File: config.mk
export PLATFORM = sky130hd
export DESIGN_NAME = simon_seq_game
export DESIGN_NICKNAME = d
export VERILOG_FILES = /design/src/rtl/simon_seq_game.sv
export SDC_FILE = /design/constraint.sdc
export NUM_CORES = 1
export LEC_CHECK = 0
export ABC_AREA = 0
export BUFFER_PORTS_ARGS = -buffer_cell sky130_fd_sc_hd__clkbuf_2
export CAP_MARGIN = 0
export CORE_UTILIZATION = 51
export CTS_CLUSTER_SIZE = 10
export DETAILED_ROUTE_END_ITERATION = 16
export PLACE_DENSITY = 0.75
export SETUP_SLACK_MARGIN = 0.3
export SYNTH_ARGS = -nofsm -noshare
export SYNTH_HDL_FRONTEND = slang
export SYNTH_SLANG_ARGS = --single-unit
File: constraint.sdc
create_clock -name clock -period 2.17 [get_ports clock]
set_input_delay 0.217 -clock clock [delete_from_list [all_inputs] [get_ports clock]]
set_output_delay 0.217 -clock clock [all_outputs]
set_load 0.02 [all_outputs]
File: src/rtl/simon_seq_game.sv
// rtl/simon_seq_game.sv - multi-round sequence-memory game controller
module simon_seq_game #(
  parameter int COLOR_W = 2,
  parameter int MAX_LEN = 8,
  localparam int LEN_W = $clog2(MAX_LEN + 1),
  localparam int AW    = $clog2(MAX_LEN)
) (
  input  logic               clock,
  input  logic               reset,
  input  logic               seq_we,
  input  logic [AW-1:0]      seq_addr,
  input  logic [COLOR_W-1:0] seq_data,
  input  logic [LEN_W-1:0]   seq_len,
  input  logic               start,
  input  logic               in_valid,
  input  logic [COLOR_W-1:0] in,
  output logic               show_valid,
  output logic [COLOR_W-1:0] show_color,
  output logic               hit,
  output logic [1:0]         out,
  output logic [LEN_W-1:0]   level,
  output logic               busy
);

  localparam logic [2:0] ST_IDLE = 3'd0;
  localparam logic [2:0] ST_SHOW = 3'd1;
  localparam logic [2:0] ST_WAIT = 3'd2;
  localparam logic [2:0] ST_WIN  = 3'd3;
  localparam logic [2:0] ST_FAIL = 3'd4;

  localparam logic [LEN_W-1:0] MAX_LEN_L = LEN_W'(MAX_LEN);
  localparam logic [LEN_W-1:0] ONE_L     = LEN_W'(1);

  logic [2:0]         state_q, state_d;
  logic [AW-1:0]      idx_q, idx_d;
  logic [LEN_W-1:0]   r_q, r_d;
  logic [LEN_W-1:0]   len_q, len_d;
  logic [1:0]         out_q, out_d;
  logic               hit_q, hit_d;
  logic [COLOR_W-1:0] mem_q [MAX_LEN];
  logic [COLOR_W-1:0] mem_d [MAX_LEN];

  logic               busy_w;
  logic               last_idx;
  logic               len_ok;
  logic [COLOR_W-1:0] cur_color;

  assign busy_w    = (state_q == ST_SHOW) || (state_q == ST_WAIT);
  assign last_idx  = (LEN_W'(idx_q) == (r_q - ONE_L));
  assign len_ok    = (seq_len != '0) && (seq_len <= MAX_LEN_L);
  assign cur_color = mem_q[idx_q];

  // Sequence memory: host writes land only while no game round is in progress.
  always_comb begin
    for (int i = 0; i < MAX_LEN; i++) mem_d[i] = mem_q[i];
    if (seq_we && !busy_w && (LEN_W'(seq_addr) < MAX_LEN_L)) begin
      mem_d[seq_addr] = seq_data;
    end
  end

  // Game FSM: show r entries, then check r player inputs, growing r each round.
  always_comb begin
    state_d = state_q;
    idx_d   = idx_q;
    r_d     = r_q;
    len_d   = len_q;
    out_d   = out_q;
    hit_d   = 1'b0;
    case (state_q)
      ST_SHOW: begin
        if (last_idx) begin
          idx_d   = '0;
          state_d = ST_WAIT;
        end else begin
          idx_d = idx_q + AW'(1);
        end
      end
      ST_WAIT: begin
        if (in_valid) begin
          if (in == cur_color) begin
            hit_d = 1'b1;
            if (!last_idx) begin
              idx_d = idx_q + AW'(1);
            end else if (r_q != len_q) begin
              r_d     = r_q + ONE_L;
              idx_d   = '0;
              state_d = ST_SHOW;
            end else begin
              out_d   = 2'd2;
              state_d = ST_WIN;
            end
          end else begin
            out_d   = 2'd1;
            state_d = ST_FAIL;
          end
        end
      end
      default: begin
        if (start && len_ok) begin
          len_d   = seq_len;
          r_d     = ONE_L;
          idx_d   = '0;
          out_d   = 2'd0;
          state_d = ST_SHOW;
        end
      end
    endcase
  end

  // State and memory registers, all cleared by the asynchronous reset.
  always_ff @(posedge clock or posedge reset) begin
    if (reset) begin
      state_q <= ST_IDLE;
      idx_q   <= '0;
      r_q     <= '0;
      len_q   <= '0;
      out_q   <= 2'd0;
      hit_q   <= 1'b0;
      for (int i = 0; i < MAX_LEN; i++) mem_q[i] <= '0;
    end else begin
      state_q <= state_d;
      idx_q   <= idx_d;
      r_q     <= r_d;
      len_q   <= len_d;
      out_q   <= out_d;
      hit_q   <= hit_d;
      for (int i = 0; i < MAX_LEN; i++) mem_q[i] <= mem_d[i];
    end
  end

  assign show_valid = (state_q == ST_SHOW);
  assign show_color = show_valid ? cur_color : '0;
  assign hit        = hit_q;
  assign out        = out_q;
  assign level      = r_q;
  assign busy       = busy_w;

endmodule
# Word level (Yosys, flattened, before mapping)
# Index checks and enable logic that the tools add are counted.
# classes
add_sub_neg	3
magnitude_cmp	4
n_eq_ne	13
mux	36
bitwise_logic	4
reduce_logical	15
# op_table
operator	n
$mux W3	11
$mux W2	10
$mux W4	5
$bwmux W16	1
$pmux W3 S2	2
$ge A4 B4 Y1 const B	2
$not A3 Y4	2
$pmux W4 S2	1
$reduce_and A4 Y1	2
$bmux W2 S3	1
$demux W2 S3	1
$ne A2 B1 Y1 const B	3
$ne A3 B3 Y1 const B	2
$reduce_and A6 Y1	1
$reduce_and A5 Y1	1
$add A4 B1 Y4 const B	1
$eq A3 B4 Y1	1
$le A4 B4 Y1 const B	1
$logic_and A1 B1 Y1	4
$lt A4 B1 Y1 const B	1
$ne A2 B2 Y1 const B	2
$ne A4 B4 Y1	1
$pmux W2 S2	1
$reduce_bool A4 Y1	1
other kinds (14)	17
# word_totals
reg_bits	33
input_bits	16
out_inout_bits	11
wordCells	89

# Logic depth before layout (Yosys ltp)
# depth
ltp_word	8
mapped_depth	9
depth_no_buf	8

# Worst setup path after synthesis
# OpenSTA, ideal clock, no wires.
# synth_timing
path_kind	register -> register
start	register r_q[0] (netlist: level[0])
end	register r_q[0] (netlist: level[0])
setup_ns	0.125
t_arrival_ns	2.430
required_ns	2.045
slack_ns	-0.385
path_stages_with_launch	9
n_path_buf	1
period_less_slack_ns	2.555
path_cell_list	dfrtp_1 -> clkbuf_1 -> inv_1 -> ha_1 -> xor2_1 -> nand3_1 -> or2_1 -> or4_4 -> mux2_4
# synth_between
elab_chain_cells	6
word_cells_on_any_way	12
classes_between	add/sub (2); eq/ne (4); mux (5); reduce/logical (1)
# synth_lines
item	line	text
start: declaration	36	logic [LEN_W-1:0] r_q, r_d;
start signal: assignment	123	r_q <= r_d;
$add A4 B1 Y4	85	r_d = r_q + ONE_L;
$mux W4	84	end else if (r_q != len_q) begin
$mux W4	82	if (!last_idx) begin
$mux W4	80	if (in == cur_color) begin
$mux W4	79	if (in_valid) begin
$pmux W4 S2	69	case (state_q)
# Several ways; a longest one is shown, not always the timed one. The select of a mux whose other input is x is not followed.
# A chain may end at the register's enable or synchronous reset.

# Worst setup path in the final report
# layout_timing
start	register idx_q[0]
end	register r_q[0] (netlist: level[0])
# layout_between
elab_chain_cells	7
word_cells_on_any_way	9
classes_between	eq/ne (4); mux (3); bitwise (1); reduce/logical (1)
# layout_lines
item	line	text
start: declaration	35	logic [AW-1:0] idx_q, idx_d;
start signal: assignment	122	idx_q <= idx_d;
$not A3 Y4 (not written as such)	51	assign cur_color = mem_q[idx_q];
$bmux W2 S3	51	
$mux W2 (not written as such) (2 in a row)	51	
$eq A2 B2 Y1	80	
$ne A2 B1 Y1 (no source line)	--	
$reduce_and A6 Y1 (no source line) (*)	--	
# Every way passes the cells marked *; elsewhere a longest branch is shown, timed or not. The select of a mux whose other input is x is not followed.

==> metrics.md <==
| Metric | Value |
|---|---|
| Result of the run | `complete, but fails checks` |
| Failing checks | `negative setup slack` |
| Final total negative setup slack | `-0.00759 ns` |
| Number of clock sinks | `33` |
| Element type at the critical path end | `register` |
| Multi-input logic area | `1180 um^2` |
| Pin count of the biggest net entering global routing | `34` |
| Starting density of the core | `0.549` |
| Via count | `1639` |
| Worst hold path depth | `2` |
| Core Rows | `21` |
| Die Outline Area | `3950 um^2` |
| Mapped Cells | `176` |
| Startpoint type of the worst setup path | `register` |
| Pleak | `1.12 nW` |
| CTS Root Cell | `sky130_fd_sc_hd__clkbuf_8` |
| Source of the critical timing path | `idx_q[0]` |
| Routed len/inst | `17.9 um` |
| H-tree Lvls | `2` |
| Setup repair after global routing missed its margin | `true` |
| Synth Flop Type | `sky130_fd_sc_hd__dfrtp_1` |
| Highest-count cells in the layout ignoring fill and taps | `31 x sky130_fd_sc_hd__dfrtp_1, 24 x sky130_fd_sc_hd__clkbuf_2, 20 x sky130_fd_sc_hd__mux2_2, 17 x sky130_fd_sc_hd__buf_4, 15 x sky130_fd_sc_hd__nand2_1` |
| Max Cap Violations | `0` |
| Tightest Pin Transition | `0.590 ns` |
| Fin nets | `246` |
| Number of buffers between clock root and the deepest sink | `2` |
| Synth Area per Inst | `10.7 um^2` |
| Final min period | `2.18 ns` |
| Routability cong. | `0.886` |
| Worst VDD drop | `614 uV` |
| Post-DP HPWL | `3140 um` |
| Count of final hold-check violations | `0` |
| Share of post-route cells with drive strength above 1 | `0.504` |
| Antenna violations before repair | `0` |
| Drt first pass iters | `4` |
| Total global routing track utilization | `0.258` |
| Wire length of the first global-routing pass | `7810 um` |
| CTS Buf Count | `5` |
| Relative contribution of the clock network to total power | `0.142` |
| Final cell count without fillers | `274` |
| Number of enable-type register cells in the synthesized netlist | `0` |
| Max-slew violation total from the final report | `0` |
| Fmax | `459 MHz` |
| Utilization of the core after routing | `0.739` |
| R2R setup slack | `-0.008 ns` |
| Number of I/O port buffers | `26` |
| Worst slew slack as a fraction of its limit | `0.606` |
| Chip width | `62.9 um` |
| Signed area change from the synthesized netlist to the final layout | `34.5%` |
| Share of total power consumed by net switching | `0.433` |
| Reg area | `828 um^2` |
| Net switching power | `1.83 mW` |
| Critical path required time | `2.35 ns` |
| Power density over cell area | `1660 nW/um^2` |
| Setup WS post-layout | `-0.00759 ns` |
| Instance area at placement | `2180 um^2` |
| Largest cells by area after synthesis | `sky130_fd_sc_hd__dfrtp_1 44%, sky130_fd_sc_hd__mux2_2 12%, sky130_fd_sc_hd__mux2i_1 5.3%, sky130_fd_sc_hd__xor2_1 3.2%, sky130_fd_sc_hd__nand2_1 3.0%` |
| Cell depth of the worst flop-to-flop path | `7` |
| Routed WL | `4900 um` |
| Min-delay worst type | `in2reg` |
| Share of Yosys cell area claimed by the top area cell type | `0.437` |
| Total grt overflow | `0` |
| Flops & latches, synth | `33` |
| Largest area contributor in the netlist | `sky130_fd_sc_hd__dfrtp_1` |
| Cell area after layout | `2540 um^2` |
| Detail-routed via count per cell | `5.98` |
| CP Capture Point | `level[0]` |
| Crit Reg-Reg Endpoint | `level[0]` |
| Total core area | `3440 um^2` |
| Endpoints failing setup | `1` |
| Synthesized net count | `195` |
| Unique masters post-synth | `43` |
| Overall power | `4.22 mW` |
| Filler instances | `230` |
| Comb pwr share | `0.604` |
| Y dimension of the die | `62.9 um` |
| Clock tree from TritonCTS | `yes` |
| Source-to-sink clock delay at the later pin of the worst-skew pair | `0.30 ns` |
| Cell-internal power | `2.40 mW` |
| Cell area after synthesis | `1890 um^2` |
| Worst slack after detailed placement | `-0.0616 ns` |
| Ant. Diodes | `0` |
| Worst r2r src | `idx_q[0]` |
| Sequential share of power | `0.255` |
| Number of top-level design ports | `27` |
| CTS clk-pin slew, worst paths | `0.08 ns` |
| Highest fanout seen on the critical path | `8` |
| Crit path DAT | `2.36 ns` |
| Placed cell count | `256` |
| Detailed-route DRC error count | `0` |
| Final clock skew | `0.00757 ns` |
| Antenna-violating nets left | `0` |
| Violation count after the first detailed-route iteration | `116` |
| Number of global-route vias before repair | `1645` |
| Share of synthesized area occupied by flip-flops and latches | `0.437` |
| WS Path Type | `reg2reg` |
| Yosys Warn Count | `0` |
| Worst hold slack | `0.185 ns` |
| Share of synthesized registers carrying an async set or reset | `1.00` |
| Final period utilization | `1.00` |
| Commonest non-fill, non-tap cell in the layout | `sky130_fd_sc_hd__dfrtp_1` |
-- final cells by class --
type,instances,area share
flip-flops and latches,33,0.326
repair buffers,47,0.124
multi-input cells,129,0.465
well taps,46,0.0226
clock buffers,5,0.0271
inverters,11,0.0172
clock inverters,3,0.0182
-- critical path, stage by stage (launching register included) --
cell and delay (ns):
sky130_fd_sc_hd__dfrtp_1 0.41, sky130_fd_sc_hd__buf_12 0.16, sky130_fd_sc_hd__mux2i_2 0.15, sky130_fd_sc_hd__a22oi_2 0.26
sky130_fd_sc_hd__and3_4 0.26, sky130_fd_sc_hd__o211ai_4 0.09, sky130_fd_sc_hd__or4_4 0.43, sky130_fd_sc_hd__mux2_4 0.31
-- Yosys cell counts (2+ instances only) --
cell and instances:
sky130_fd_sc_hd__or4_1 2, sky130_fd_sc_hd__o221ai_1 3, sky130_fd_sc_hd__a21oi_1 4, sky130_fd_sc_hd__a21o_1 2
sky130_fd_sc_hd__and3_1 3, sky130_fd_sc_hd__xor2_1 7, sky130_fd_sc_hd__mux2_2 20, sky130_fd_sc_hd__nand2_1 15
sky130_fd_sc_hd__nand4_1 5, sky130_fd_sc_hd__nand2b_1 4, sky130_fd_sc_hd__and2_1 2, sky130_fd_sc_hd__a22oi_2 2
sky130_fd_sc_hd__inv_1 11, sky130_fd_sc_hd__o32ai_1 2, sky130_fd_sc_hd__nand3_1 2, sky130_fd_sc_hd__o21ai_0 11
sky130_fd_sc_hd__mux2i_1 10, sky130_fd_sc_hd__nor2b_1 4, sky130_fd_sc_hd__clkbuf_1 2, sky130_fd_sc_hd__dfrtp_1 33
sky130_fd_sc_hd__nor2_1 7, sky130_fd_sc_hd__a22oi_1 2, sky130_fd_sc_hd__ha_1 3
-- cell families (layout without fill, tap and decap cells) --
group	Yosys count	count (layout)	share of synthesized area
multiplexers	31	31	0.180
adder cells (fa/ha/maj)	3	3	0.0199
AO/OA/AOI/OAI	36	36	0.142
buffers and inverters	14	66	0.0318
AND/OR/NAND/NOR	51	51	0.145
flip-flops	33	33	0.437
XOR/XNOR	8	8	0.0443
-- power groups by stage --
stage / registers [mW] / clock network [mW] / logic (mW)
after detailed placement: 1.08 / 0 / 1.68
after CTS: 1.07 / 0.601 / 2.12
after floorplan: 1.06 / 0 / 1.18
after global routing: 1.11 / 0.630 / 2.69
after global placement: 1.06 / 0 / 1.62
final: 1.08 / 0.598 / 2.55
-- repair_timing --
action / CTS / global route
buffers inserted: 5 / 4
setup endpoints to repair: 13 / 16
endpoints found under the hold margin: 24 / 0
resized for setup: 25 / 22
pin swaps: 13 / 15
hold buffers: 1 / 0
-- how the worst min path moves through the flow --
stage                    start        to  slack (ns)
finish              seq_len[3]  len_q[3]        0.18
global route        seq_len[3]  len_q[3]        0.18
CTS                 seq_len[3]  len_q[3]        0.18
detailed placement       reset  mem_q[6]        0.31
global placement         reset  mem_q[7]        0.30
floorplan                reset       hit        0.35
-- sequential cells by signal, indices dropped and copies added (netlist names) --
name     cells
len_q        4
idx_q        3
state_q      3
out          2
level        4
hit          1
mem_q       16
-- metal layers --
layer,share of wire,global-route usage
met1,0.43,0.333
met2,0.48,0.406
met3,0.051,0.0675
met4,0.033,0.113
met5,0,0
(Power assumes the default switching activity.)
